<file path="config.mk">
export PLATFORM = sky130hd
export DESIGN_NAME = uart_xfer_ctrl_mc
export DESIGN_NICKNAME = d
export VERILOG_FILES = /design/src/rtl/uart_xfer_ctrl_mc.sv
export SDC_FILE = /design/constraint.sdc
export NUM_CORES = 1
export LEC_CHECK = 0
export ABC_CLOCK_PERIOD_IN_PS = 1600
export CORE_MARGIN = 2
export CORE_UTILIZATION = 35
export DETAILED_ROUTE_END_ITERATION = 10
export PLACE_DENSITY = 0.69
export SLEW_MARGIN = 20
export SYNTH_ARGS = -nofsm -noshare
export SYNTH_HDL_FRONTEND = slang
export SYNTH_SLANG_ARGS = --single-unit
export TNS_END_PERCENT = 10
</file>
<file path="constraint.sdc">
create_clock -name PCLK -period 1.6 [get_ports PCLK]
set_input_delay 0.32 -clock PCLK [delete_from_list [all_inputs] [get_ports PCLK]]
set_output_delay 0.32 -clock PCLK [all_outputs]
set_load 0.005 [all_outputs]
</file>
<file path="src/rtl/uart_xfer_ctrl_mc.sv">
// Multi-channel UART transfer controller: routes one APB-initiated transfer at a
// time to a UART channel's TX/RX enable, with ctrl gating, WAIT timeout and sticky errors.
module uart_xfer_ctrl_mc #(
  parameter int NUM_CH  = 4,
  parameter int CH_W    = 2,
  parameter int TIMEOUT = 16
) (
  input  logic                PCLK,
  input  logic                PRESETn,
  input  logic                transfer,
  input  logic                PWRITE,
  input  logic [CH_W-1:0]     ch_sel,
  input  logic [2*NUM_CH-1:0] ctrl,
  input  logic                PREADY,
  input  logic                uart_run_flag,
  input  logic                err_clr,
  output logic [NUM_CH-1:0]   TXen,
  output logic [NUM_CH-1:0]   RXen,
  output logic                busy,
  output logic                done,
  output logic                error_ctrl,
  output logic                error_timeout,
  output logic [CH_W-1:0]     err_ch
);

  localparam int TO_W = (TIMEOUT > 0) ? $clog2(TIMEOUT + 1) : 1;
  localparam logic [TO_W-1:0] TO_LAST = TO_W'((TIMEOUT > 0) ? (TIMEOUT - 1) : 0);

  typedef enum logic [1:0] {IDLE, SETUP, WAIT, ERROR} state_t;

  state_t          state_q, state_d;
  logic [CH_W-1:0] ch_q, ch_d;
  logic            dir_q, dir_d;
  logic [TO_W-1:0] cnt_q, cnt_d;
  logic            done_q, done_d;
  logic            err_ctrl_q, err_ctrl_d;
  logic            err_to_q, err_to_d;
  logic [CH_W-1:0] err_ch_q, err_ch_d;

  logic chValid, txOk, rxOk;
  logic setCtrl, setTo;

  // Channel lookup by comparison keeps every ctrl index in range for any ch_sel.
  always_comb begin
    chValid = 1'b0;
    txOk    = 1'b0;
    rxOk    = 1'b0;
    for (int i = 0; i < NUM_CH; i++) begin
      if (ch_sel == CH_W'(i)) begin
        chValid = 1'b1;
        txOk    = ctrl[2*i];
        rxOk    = ctrl[2*i+1];
      end
    end
  end

  always_comb begin
    state_d  = state_q;
    ch_d     = ch_q;
    dir_d    = dir_q;
    cnt_d    = cnt_q;
    done_d   = 1'b0;
    setCtrl  = 1'b0;
    setTo    = 1'b0;
    err_ch_d = err_ch_q;
    if (!uart_run_flag) begin
      state_d = IDLE;
      cnt_d   = '0;
    end else begin
      case (state_q)
        IDLE: begin
          if (transfer) begin
            ch_d  = ch_sel;
            dir_d = PWRITE;
            cnt_d = '0;
            if (!chValid || (PWRITE ? !txOk : !rxOk)) begin
              state_d  = ERROR;
              setCtrl  = 1'b1;
              err_ch_d = ch_sel;
            end else begin
              state_d = SETUP;
            end
          end
        end
        SETUP: begin
          state_d = WAIT;
          cnt_d   = '0;
        end
        WAIT: begin
          if (PREADY) begin
            state_d = IDLE;
            done_d  = 1'b1;
            cnt_d   = '0;
          end else if (TIMEOUT > 0 && cnt_q == TO_LAST) begin
            state_d  = ERROR;
            setTo    = 1'b1;
            err_ch_d = ch_q;
            cnt_d    = '0;
          end else if (TIMEOUT > 0) begin
            cnt_d = cnt_q + 1'b1;
          end
        end
        ERROR:   state_d = IDLE;
        default: state_d = IDLE;
      endcase
    end
    // A set in the same cycle as err_clr takes priority.
    err_ctrl_d = setCtrl | (err_ctrl_q & ~err_clr);
    err_to_d   = setTo   | (err_to_q   & ~err_clr);
  end

  always_ff @(posedge PCLK or negedge PRESETn) begin
    if (!PRESETn) begin
      state_q    <= IDLE;
      ch_q       <= '0;
      dir_q      <= 1'b0;
      cnt_q      <= '0;
      done_q     <= 1'b0;
      err_ctrl_q <= 1'b0;
      err_to_q   <= 1'b0;
      err_ch_q   <= '0;
    end else begin
      state_q    <= state_d;
      ch_q       <= ch_d;
      dir_q      <= dir_d;
      cnt_q      <= cnt_d;
      done_q     <= done_d;
      err_ctrl_q <= err_ctrl_d;
      err_to_q   <= err_to_d;
      err_ch_q   <= err_ch_d;
    end
  end

  always_comb begin
    TXen = '0;
    RXen = '0;
    for (int i = 0; i < NUM_CH; i++) begin
      if ((state_q == SETUP || state_q == WAIT) && ch_q == CH_W'(i)) begin
        TXen[i] = dir_q;
        RXen[i] = ~dir_q;
      end
    end
  end

  assign busy          = (state_q != IDLE);
  assign done          = done_q;
  assign error_ctrl    = err_ctrl_q;
  assign error_timeout = err_to_q;
  assign err_ch        = err_ch_q;

endmodule

</file>
==> impl_metrics.toml, run 1 <==
[run_status]
status = "finished with violations"
failed_checks = "setup timing"

[clocking]
tritoncts = "yes"
clock-sinks = 15
clk-insertion-delay-late_ps = 280
cts_bufs_inserted = 3
clock_path_buffers = 2
clock_tree.htree_level_count = 1
ctsRootBufferMaster = "sky130_fd_sc_hd__clkbuf_4"
cts.clk_slew.worst_paths_ps = 90

[critical_path]
setup.worst_path.start_class = "flip-flop"
crit_path_max_incr_delay_ps = 400
rr_startpoint = "state_q[0]"
crit_buf_inv = 1
setup.worst_path.start = "state_q[0]"
reg2reg_depth = 6
critical_path_peak_fanout = 5
worst-setup-path-type = "reg2reg"
worstPathCellList = "inv_2 -> ha_2 -> nor2b_2 -> a31oi_1 -> a211o_1 -> mux2_4"
endpoint_kind = "flip-flop"
cp_top_family = "compound AO/OA/AOI/OAI gates"
critical_path_arrival_ps = 1910
worstSetupPathDepth = 6
crit_slowest_cell = "sky130_fd_sc_hd__dfrtp_1"
timing.critical_path.required_ps = 1780

[place]
detailed_place_hpwl_mm = 1.80
place_inst = 167
post_place_cell_area_sq_um = 1390
gp_congestion = 0.810
io_buffer_count = 30

[detailed_routing]
number_of_iterations_in_the_first_detailed_routing_pass = 4
vias_after_detailed_routing = 854
antenna_left = 0
drt_wl_total_mm = 2.26
post_drt_via_cell_ratio = 4.97
dr.first_iter.drc_count = 14
drt_drc_violations_left = 0
route.detailed.wl_per_inst_um = 13.2

[cells_and_area]
multi_input_comb_area_sq_um = 544
area.growth.synth_to_final_pct = 61.6
final_core_util = 0.592
area.sequential_sq_um = 375
layout-drive-gt1-share = 0.437
antenna-diode-count = 0
nets = 164
final_cell_count_no_fill = 172
fillers = 215
final_area_sq_um = 1450

[synthesis]
simple_gate_portion_of_the_synthesized_area = 0.192
synth_enable_flop_cells = 0
syn_nets = 108
synth.top_cells.by_count = "15 x sky130_fd_sc_hd__dfrtp_1, 7 x sky130_fd_sc_hd__inv_1, 7 x sky130_fd_sc_hd__nor2_1, 5 x sky130_fd_sc_hd__mux2_2, 5 x sky130_fd_sc_hd__nand2b_1"
seq_area_frac_synth = 0.417
yosys_warnings = 0
synth_top_area_frac = 0.417
synth.most_common_cell = "sky130_fd_sc_hd__dfrtp_1"
synth_area_per_cell_sq_um = 10.3
synthMuxAreaShare = 0.178
post_synth_xor_area_fraction = 0
netlist_top_cells_area = "sky130_fd_sc_hd__dfrtp_1 42%, sky130_fd_sc_hd__mux2_2 6.3%, sky130_fd_sc_hd__mux4_1 5.8%"
post_synth_inst_count = 87
synth_ff_type = "sky130_fd_sc_hd__dfrtp_1"
synth_adder_area_share = 0.0556
synth_top_cell_by_area = "sky130_fd_sc_hd__dfrtp_1"
yosys_register_bits = 15
main_combinational_cell_family_by_area_after_synthesis = "simple AND/OR/NAND/NOR gates"
synth_area_sq_um = 900
compound_gate_fraction_of_synth_area = 0.120
async_flop_share = 1.00
ys_types = 33

[global_routing]
grt_start_max_net_pins = 16
grt-busiest-layer = "met2"
global_route.overflow_total = 0
grt_pass1_wl_mm = 3.65
globalRouteMet3Util = 0.0492
global_route_met2_utilization = 0.292
groute.usage.overall = 0.176
antenna_found_initial = 0
globalRouteMet1Util = 0.227
grt_pass1_vias = 807

[power_and_ir_drop]
power_density_nw_per_um2 = 1450
power.static_leakage_uw = 0.000690
ir_worst_vdd_mv = 1.01
total_power_draw_uw = 2100

[sta]
slew_headroom = 0.795
report.final.setup_viol = 10
final_hold_viols = 0
final-max-slew-violation-count = 0
clock.fmax_ghz = 0.578
finClkSkew_ps = 2.78
worstMarginPinSlew_ps = 305
setup_repair_after_global_routing_missed_its_margin = "true"
fin_crit_sh = 1.08
final_period_minus_worst_setup_slack_ps = 1730
fin_ws_ps = -131

[job]
max_cap_violations = 0

[floorplan]
initial_core_util = 0.366
io_pins = 31
rows = 18
design.core.area_sq_um = 2450
floorplan.die.height_um = 54.7
dieWidth_um = 54.7
floorplan.die_area_sq_um = 2990

[min_path]
timing.hold.worst.class = "in2async"
-- final cells by class --
cell class | instances | share of cell area
inverter | 7 | 0.0181
clock buffer | 3 | 0.0155
tap | 30 | 0.0258
timing repair buffer | 53 | 0.305
clock inverter | 1 | 0.00344
multi-input combinational | 63 | 0.374
sequential | 15 | 0.258
-- sequential cells by signal, summed over array words and instances (netlist names) --
signal,count
cnt_q,5
ch_q,2
error_ctrl,1
dir_q,1
done,1
state_q,2
error_timeout,1
err_ch,2
-- where the power goes --
group | total (uW) | switching [uW] | leakage [uW] | internal, uW
combinational | 1300 | 539 | 0.000477 | 762
clock | 221 | 128 | 0.0000177 | 92.9
sequential | 580 | 99.7 | 0.000196 | 480
total | 2100 | 767 | 0.000690 | 1340
-- kinds of logic after synthesis --
group | Yosys count
adder cells (fa/ha/maj) | 4
AND/OR/NAND/NOR | 32
multiplexers | 11
flip-flops | 15
AO/OA/AOI/OAI | 16
buffers and inverters | 9
-- placed cells by master (no fill, tap or decap), types with 4 or more instances in the layout --
cell and count:
sky130_fd_sc_hd__mux2_2 4, sky130_fd_sc_hd__clkdlybuf4s50_1 11, sky130_fd_sc_hd__clkdlybuf4s15_1 4, sky130_fd_sc_hd__nor2_2 4, sky130_fd_sc_hd__nand2b_1 4, sky130_fd_sc_hd__inv_1 4, sky130_fd_sc_hd__dlygate4sd2_1 5, sky130_fd_sc_hd__buf_4 21
sky130_fd_sc_hd__dfrtp_1 15, sky130_fd_sc_hd__buf_2 7
-- timing repair --
action	4_1_cts	5_1_grt
resized for setup	60	10
endpoints found under the setup margin	17	17
pin swaps	6	0
hold buffers	0	0
setup buffers	1	0
-- per-layer routing --
layer,routed length [um],vias up
li1,-,425
met5,0,-
met4,10,0
met3,98,2
met2,1130,23
met1,1020,404
-- worst paths after layout --
check | endpoint | slack (ps)
max in group asynchronous | error_ctrl | 1090
setup / recovery | err_ch[0] | -130
hold / removal | cnt_q[1] | 330
setup reg to reg | err_ch[0] | -130
hold reg to reg | error_timeout | 510
min in group PCLK | dir_q | 330
-- per-stage QoR --
step | hold WS, ps | setup TNS [ps] | setup slack (ps)
after detailed placement | 501 | -5010 | -825
after CTS | 328 | -1010 | -148
final | 327 | -776 | -131
after global routing | 349 | -1870 | -212
after global placement | 488 | -4390 | -764
after floorplan | 24.4 | -555 | -180
Power figures use the tool's default switching activity.
==> run 2, diff against run 1 <==
--- a/config.mk
+++ b/config.mk
@@ -7,9 +7,9 @@
 export LEC_CHECK = 0
 export ABC_CLOCK_PERIOD_IN_PS = 1600
 export CORE_MARGIN = 2
-export CORE_UTILIZATION = 35
+export CORE_UTILIZATION = 40
 export DETAILED_ROUTE_END_ITERATION = 10
-export PLACE_DENSITY = 0.69
+export PLACE_DENSITY = 0.77
 export SLEW_MARGIN = 20
 export SYNTH_ARGS = -nofsm -noshare
 export SYNTH_HDL_FRONTEND = slang
==> impl_metrics.toml, run 2 (synthesis results as in run 1) <==
[floorplan]
floorplan.die_area_sq_um = 2640
floorplan.die.height_um = 51.4
io_pins = 31
initial_core_util = 0.415
design.core.area_sq_um = 2170
rows = 17
dieWidth_um = 51.4

[detailed_routing]
number_of_iterations_in_the_first_detailed_routing_pass = 4
drt_wl_total_mm = 2.67
vias_after_detailed_routing = 902
post_drt_via_cell_ratio = 5.31
antenna_left = 0
drt_drc_violations_left = 0
dr.first_iter.drc_count = 18
route.detailed.wl_per_inst_um = 15.7

[place]
io_buffer_count = 30
preCtsSetupSlack_ps = -821
place_inst = 162
gp_congestion = 0.803
detailed_place_hpwl_mm = 1.79

[sta]
final_hold_viols = 0
final_period_minus_worst_setup_slack_ps = 1770
setup_repair_after_global_routing_missed_its_margin = "true"
final-max-slew-violation-count = 0
clock.fmax_ghz = 0.564
setup_total_negative_slack_ps = -1140
finClkSkew_ps = 2.96
fin_ws_ps = -173
report.final.setup_viol = 11
slew_headroom = 0.781
worstMarginPinSlew_ps = 328
fin_crit_sh = 1.11

[clocking]
clk-insertion-delay-late_ps = 280
cts_bufs_inserted = 3
clock_path_buffers = 2
clock-sinks = 15
clock_tree.htree_level_count = 1
ctsRootBufferMaster = "sky130_fd_sc_hd__clkbuf_4"
tritoncts = "yes"
cts.clk_slew.worst_paths_ps = 90
cts.hold.buffers_added = 0

[run_status]
failed_checks = "setup timing"
status = "finished with violations"

[cells_and_area]
antenna-diode-count = 0
layout-drive-gt1-share = 0.493
final_cell_mix = "18 x sky130_fd_sc_hd__buf_4, 15 x sky130_fd_sc_hd__dfrtp_1, 12 x sky130_fd_sc_hd__buf_2"
largest_register_ff_count = 5
area.growth.synth_to_final_pct = 64.3
final_cell_count_no_fill = 170
fillers = 183
commonest_non_fill_non_tap_cell_in_the_layout = "sky130_fd_sc_hd__buf_4"
nets = 164
top_register = "cnt_q"
final_core_util = 0.681

[critical_path]
crit_path_max_incr_delay_ps = 390
setup.worst_path.start_class = "flip-flop"
worst-setup-path-type = "reg2out"
timing.critical_path.required_ps = 1280
endpoint_kind = "output pin"
critical_path_peak_fanout = 3
worstPathCellList = "inv_2 -> ha_4 -> nand2b_4 -> buf_6 -> nor3_4 -> buf_2"
crit_slowest_cell = "sky130_fd_sc_hd__dfrtp_1"
critical_path_arrival_ps = 1450

[global_routing]
grt_pass1_wl_mm = 4.35
grt_start_max_net_pins = 16
global_route.overflow_total = 0
groute.usage.overall = 0.225
grt_pass1_vias = 940
antenna_found_initial = 0

[power_and_ir_drop]
power.static_leakage_uw = 0.000692
ir_worst_vdd_mv = 1.05
total_power_draw_uw = 2260
power_density_nw_per_um2 = 1530

[min_path]
timing.hold.worst.class = "in2reg"

[job]
max_cap_violations = 0
run 2: metrics by stage:
step | instance area, sq um | hold slack, ps
after global placement | 1370 | 485
final | 1480 | 273
after detailed placement | 1370 | 498
after global routing | 1480 | 269
after floorplan | 896 | 24.4
after CTS | 1430 | 270
run 2: worst paths after layout:
kind	cells past startpoint	from	to	slack, ps
max	6	state_q[0]	RXen[0]	-170
min	2	PWRITE	dir_q	270
max reg2reg	7	state_q[0]	err_ch[1]	-90
min reg2reg	1	cnt_q[0]	cnt_q[0]	510
max in group asynchronous	2	PRESETn	cnt_q[0]	1080
min in group asynchronous	2	PRESETn	dir_q	340
run 2: layout make-up:
class	instances	area (sq um)	area share
Multi-Input combinational cell	63	583	0.395
Timing Repair Buffer	53	432	0.292
Sequential cell	15	375	0.254
Tap cell	28	35.0	0.0237
Clock buffer	4	26.3	0.0178
Inverter	7	26.3	0.0178
run 2: critical path: cells and delay by family, from the launching register on:
kind,cells,cell delay [ps]
simple gates,2,170
flops,1,390
buf+inv,3,330
fa+ha+maj,1,280
run 2: routing by layer:
layer | GRT usage | routed length, um | up-vias | part of all wire
li1 | - | - | 428 | -
met1 | 0.256 | 1010 | 446 | 0.38
met2 | 0.412 | 1500 | 26 | 0.56
met3 | 0.0731 | 143 | 2 | 0.054
met4 | 0.0395 | 12 | 0 | 0.0045
met5 | 0 | 0 | - | 0
run 2: where the power goes:
| part | total, uW | internal, uW | switching (uW) | leakage [uW] |
|---|---|---|---|---|
| Clock | 223 | 96.8 | 127 | 0.0000150 |
| Combinational | 1440 | 831 | 605 | 0.000481 |
| Sequential | 600 | 480 | 121 | 0.000196 |
| Total | 2260 | 1410 | 852 | 0.000692 |
run 2: timing repair:
item | 4_1_cts | 5_1_grt
pin swaps | 5 | 3
endpoints found under the setup margin | 18 | 18
resized for setup | 75 | 14
cloned | 0 | 0
buffers inserted | 4 | 1
==> run 3, diff against run 2 <==
--- a/config.mk
+++ b/config.mk
@@ -8,6 +8,7 @@
 export ABC_CLOCK_PERIOD_IN_PS = 1600
 export CORE_MARGIN = 2
 export CORE_UTILIZATION = 40
+export CTS_BUF_LIST = sky130_fd_sc_hd__clkbuf_16
 export DETAILED_ROUTE_END_ITERATION = 10
 export PLACE_DENSITY = 0.77
 export SLEW_MARGIN = 20
==> impl_metrics.toml, run 3 (synthesis results as in run 1) <==
[global_routing]
groute.usage.overall = 0.221
grt_pass1_wl_mm = 4.24
grt_pass1_vias = 943
antenna_found_initial = 0
global_route.overflow_total = 0
grt_start_max_net_pins = 16

[clocking]
clock_tree.htree_level_count = 1
ctsRootBufferMaster = "sky130_fd_sc_hd__clkbuf_16"
clk-insertion-delay-late_ps = 240
clock_path_buffers = 2
cts.hold.buffers_added = 0
cts.clk_slew.worst_paths_ps = 50
tritoncts = "yes"
cts_bufs_inserted = 3
clock-sinks = 15

[critical_path]
crit_path_max_incr_delay_ps = 450
timing.critical_path.required_ps = 1730
worstPathCellList = "clkdlybuf4s15_1 -> mux4_2 -> mux2_4 -> a211o_1 -> mux2_4"
crit_slowest_cell = "sky130_fd_sc_hd__mux4_2"
critical_path_arrival_ps = 1860
worst-setup-path-type = "in2reg"
setup.worst_path.start_class = "input pin"
endpoint_kind = "flip-flop"
critical_path_peak_fanout = 2
worst_path_most_repeated_cell = "sky130_fd_sc_hd__mux2_4"
cp_top_family = "multiplexers"
crit_buf_inv = 1

[sta]
hold_slack_ps = 340
finClkSkew_ps = 2.86
setup_repair_after_global_routing_missed_its_margin = "true"
fin_crit_sh = 1.08
fin_ws_ps = -133
final-max-slew-violation-count = 0
report.final.setup_viol = 8
slew_headroom = 0.731
clock.fmax_ghz = 0.577
final_hold_viols = 0
worstMarginPinSlew_ps = 402
final_period_minus_worst_setup_slack_ps = 1730

[power_and_ir_drop]
ir_worst_vdd_mv = 1.38
power.static_leakage_uw = 0.000737
power_density_nw_per_um2 = 1670
switch_share = 0.354
power.net_switching_uw = 913
seq_power_share = 0.231
power.internal_uw = 1670
power.clock.fraction = 0.187
comb_power_share = 0.582

[min_path]
timing.hold.worst.class = "in2reg"

[place]
gp_congestion = 0.803
io_buffer_count = 30
detailed_place_hpwl_mm = 1.79
place_inst = 162

[floorplan]
design.core.area_sq_um = 2170
initial_core_util = 0.415
rows = 17
floorplan.die.height_um = 51.4
io_pins = 31
floorplan.die_area_sq_um = 2640
dieWidth_um = 51.4

[detailed_routing]
antenna_left = 0
route.detailed.wl_per_inst_um = 16.3
post_drt_via_cell_ratio = 5.31
drt_drc_violations_left = 0
number_of_iterations_in_the_first_detailed_routing_pass = 4
vias_after_detailed_routing = 903
drt_wl_total_mm = 2.78
dr.first_iter.drc_count = 27

[job]
max_cap_violations = 0

[run_status]
failed_checks = "setup timing"
status = "finished with violations"

[cells_and_area]
final_core_util = 0.713
top_register = "cnt_q"
final_cell_count_no_fill = 170
antenna-diode-count = 0
largest_register_ff_count = 5
layout-drive-gt1-share = 0.465
nets = 164
commonest_non_fill_non_tap_cell_in_the_layout = "sky130_fd_sc_hd__buf_4"
final_cell_mix = "19 x sky130_fd_sc_hd__buf_4, 15 x sky130_fd_sc_hd__dfrtp_1, 11 x sky130_fd_sc_hd__clkdlybuf4s50_1, 11 x sky130_fd_sc_hd__buf_2, 6 x sky130_fd_sc_hd__inv_1"
area.growth.synth_to_final_pct = 71.9
run 3: cell type report:
cell class                      instances  area [sq um]
Clock buffer                            3          75.1
Clock inverter                          1          3.75
Fill cell                             164           623
Inverter                                7          26.3
Multi-Input combinational cell         63           594
Sequential cell                        15           375
Tap cell                               28          35.0
Timing Repair Buffer                   53           437
run 3: what timing repair did:
action / 4_1_cts / 5_1_grt
setup buffers: 5 / 0
cloned: 0 / 0
pin swaps: 8 / 4
gates resized for setup: 77 / 11
endpoints found under the setup margin: 18 / 16
run 3: final timing paths:
check | startpoint | endpoint | slack (ps) | cells past startpoint
max reg2reg | state_q[0] | err_ch[1] | -110 | 7
min | PWRITE | dir_q | 340 | 2
min in group asynchronous | PRESETn | cnt_q[4] | 390 | 2
max | ctrl[3] | err_ch[1] | -130 | 5
max in group asynchronous | PRESETn | err_ch[0] | 1030 | 2
min reg2reg | cnt_q[0] | cnt_q[0] | 500 | 1
run 3: stage by stage:
stage               TNS [ps]  total power (uW)  worst slack (ps)  cell area [sq um]
global route           -1240              2710              -159               1550
global placement       -4200              1640              -764               1370
detailed placement     -5030              1680              -821               1370
finish                  -582              2580              -133               1550
CTS                     -500              2480              -134               1520
floorplan               -555              1080              -180                896
run 3: per-layer routing:
| layer | GRT usage | share of wire | vias up |
|---|---|---|---|
| met5 | 0 | 0 | - |
| met1 | 0.230 | 0.38 | 445 |
| met4 | 0.0482 | 0.012 | 0 |
| met2 | 0.421 | 0.56 | 30 |
| li1 | - | - | 422 |
| met3 | 0.0760 | 0.054 | 6 |
run 3: power by group through the flow:
stage | clock (uW) | sequential [uW] | combinational, uW
after global placement | 0 | 572 | 1070
final | 483 | 594 | 1500
after global routing | 501 | 611 | 1600
after CTS | 484 | 589 | 1400
after floorplan | 0 | 560 | 516
after detailed placement | 0 | 573 | 1110
run 3: worst register-to-register path: stages (launching register included):
cell                      delay (ps)
sky130_fd_sc_hd__dfrtp_1         390
sky130_fd_sc_hd__inv_2           110
sky130_fd_sc_hd__buf_12          110
sky130_fd_sc_hd__ha_4            130
sky130_fd_sc_hd__and3b_1         180
sky130_fd_sc_hd__a31oi_1         180
sky130_fd_sc_hd__a211o_1         180
sky130_fd_sc_hd__mux2_4          310
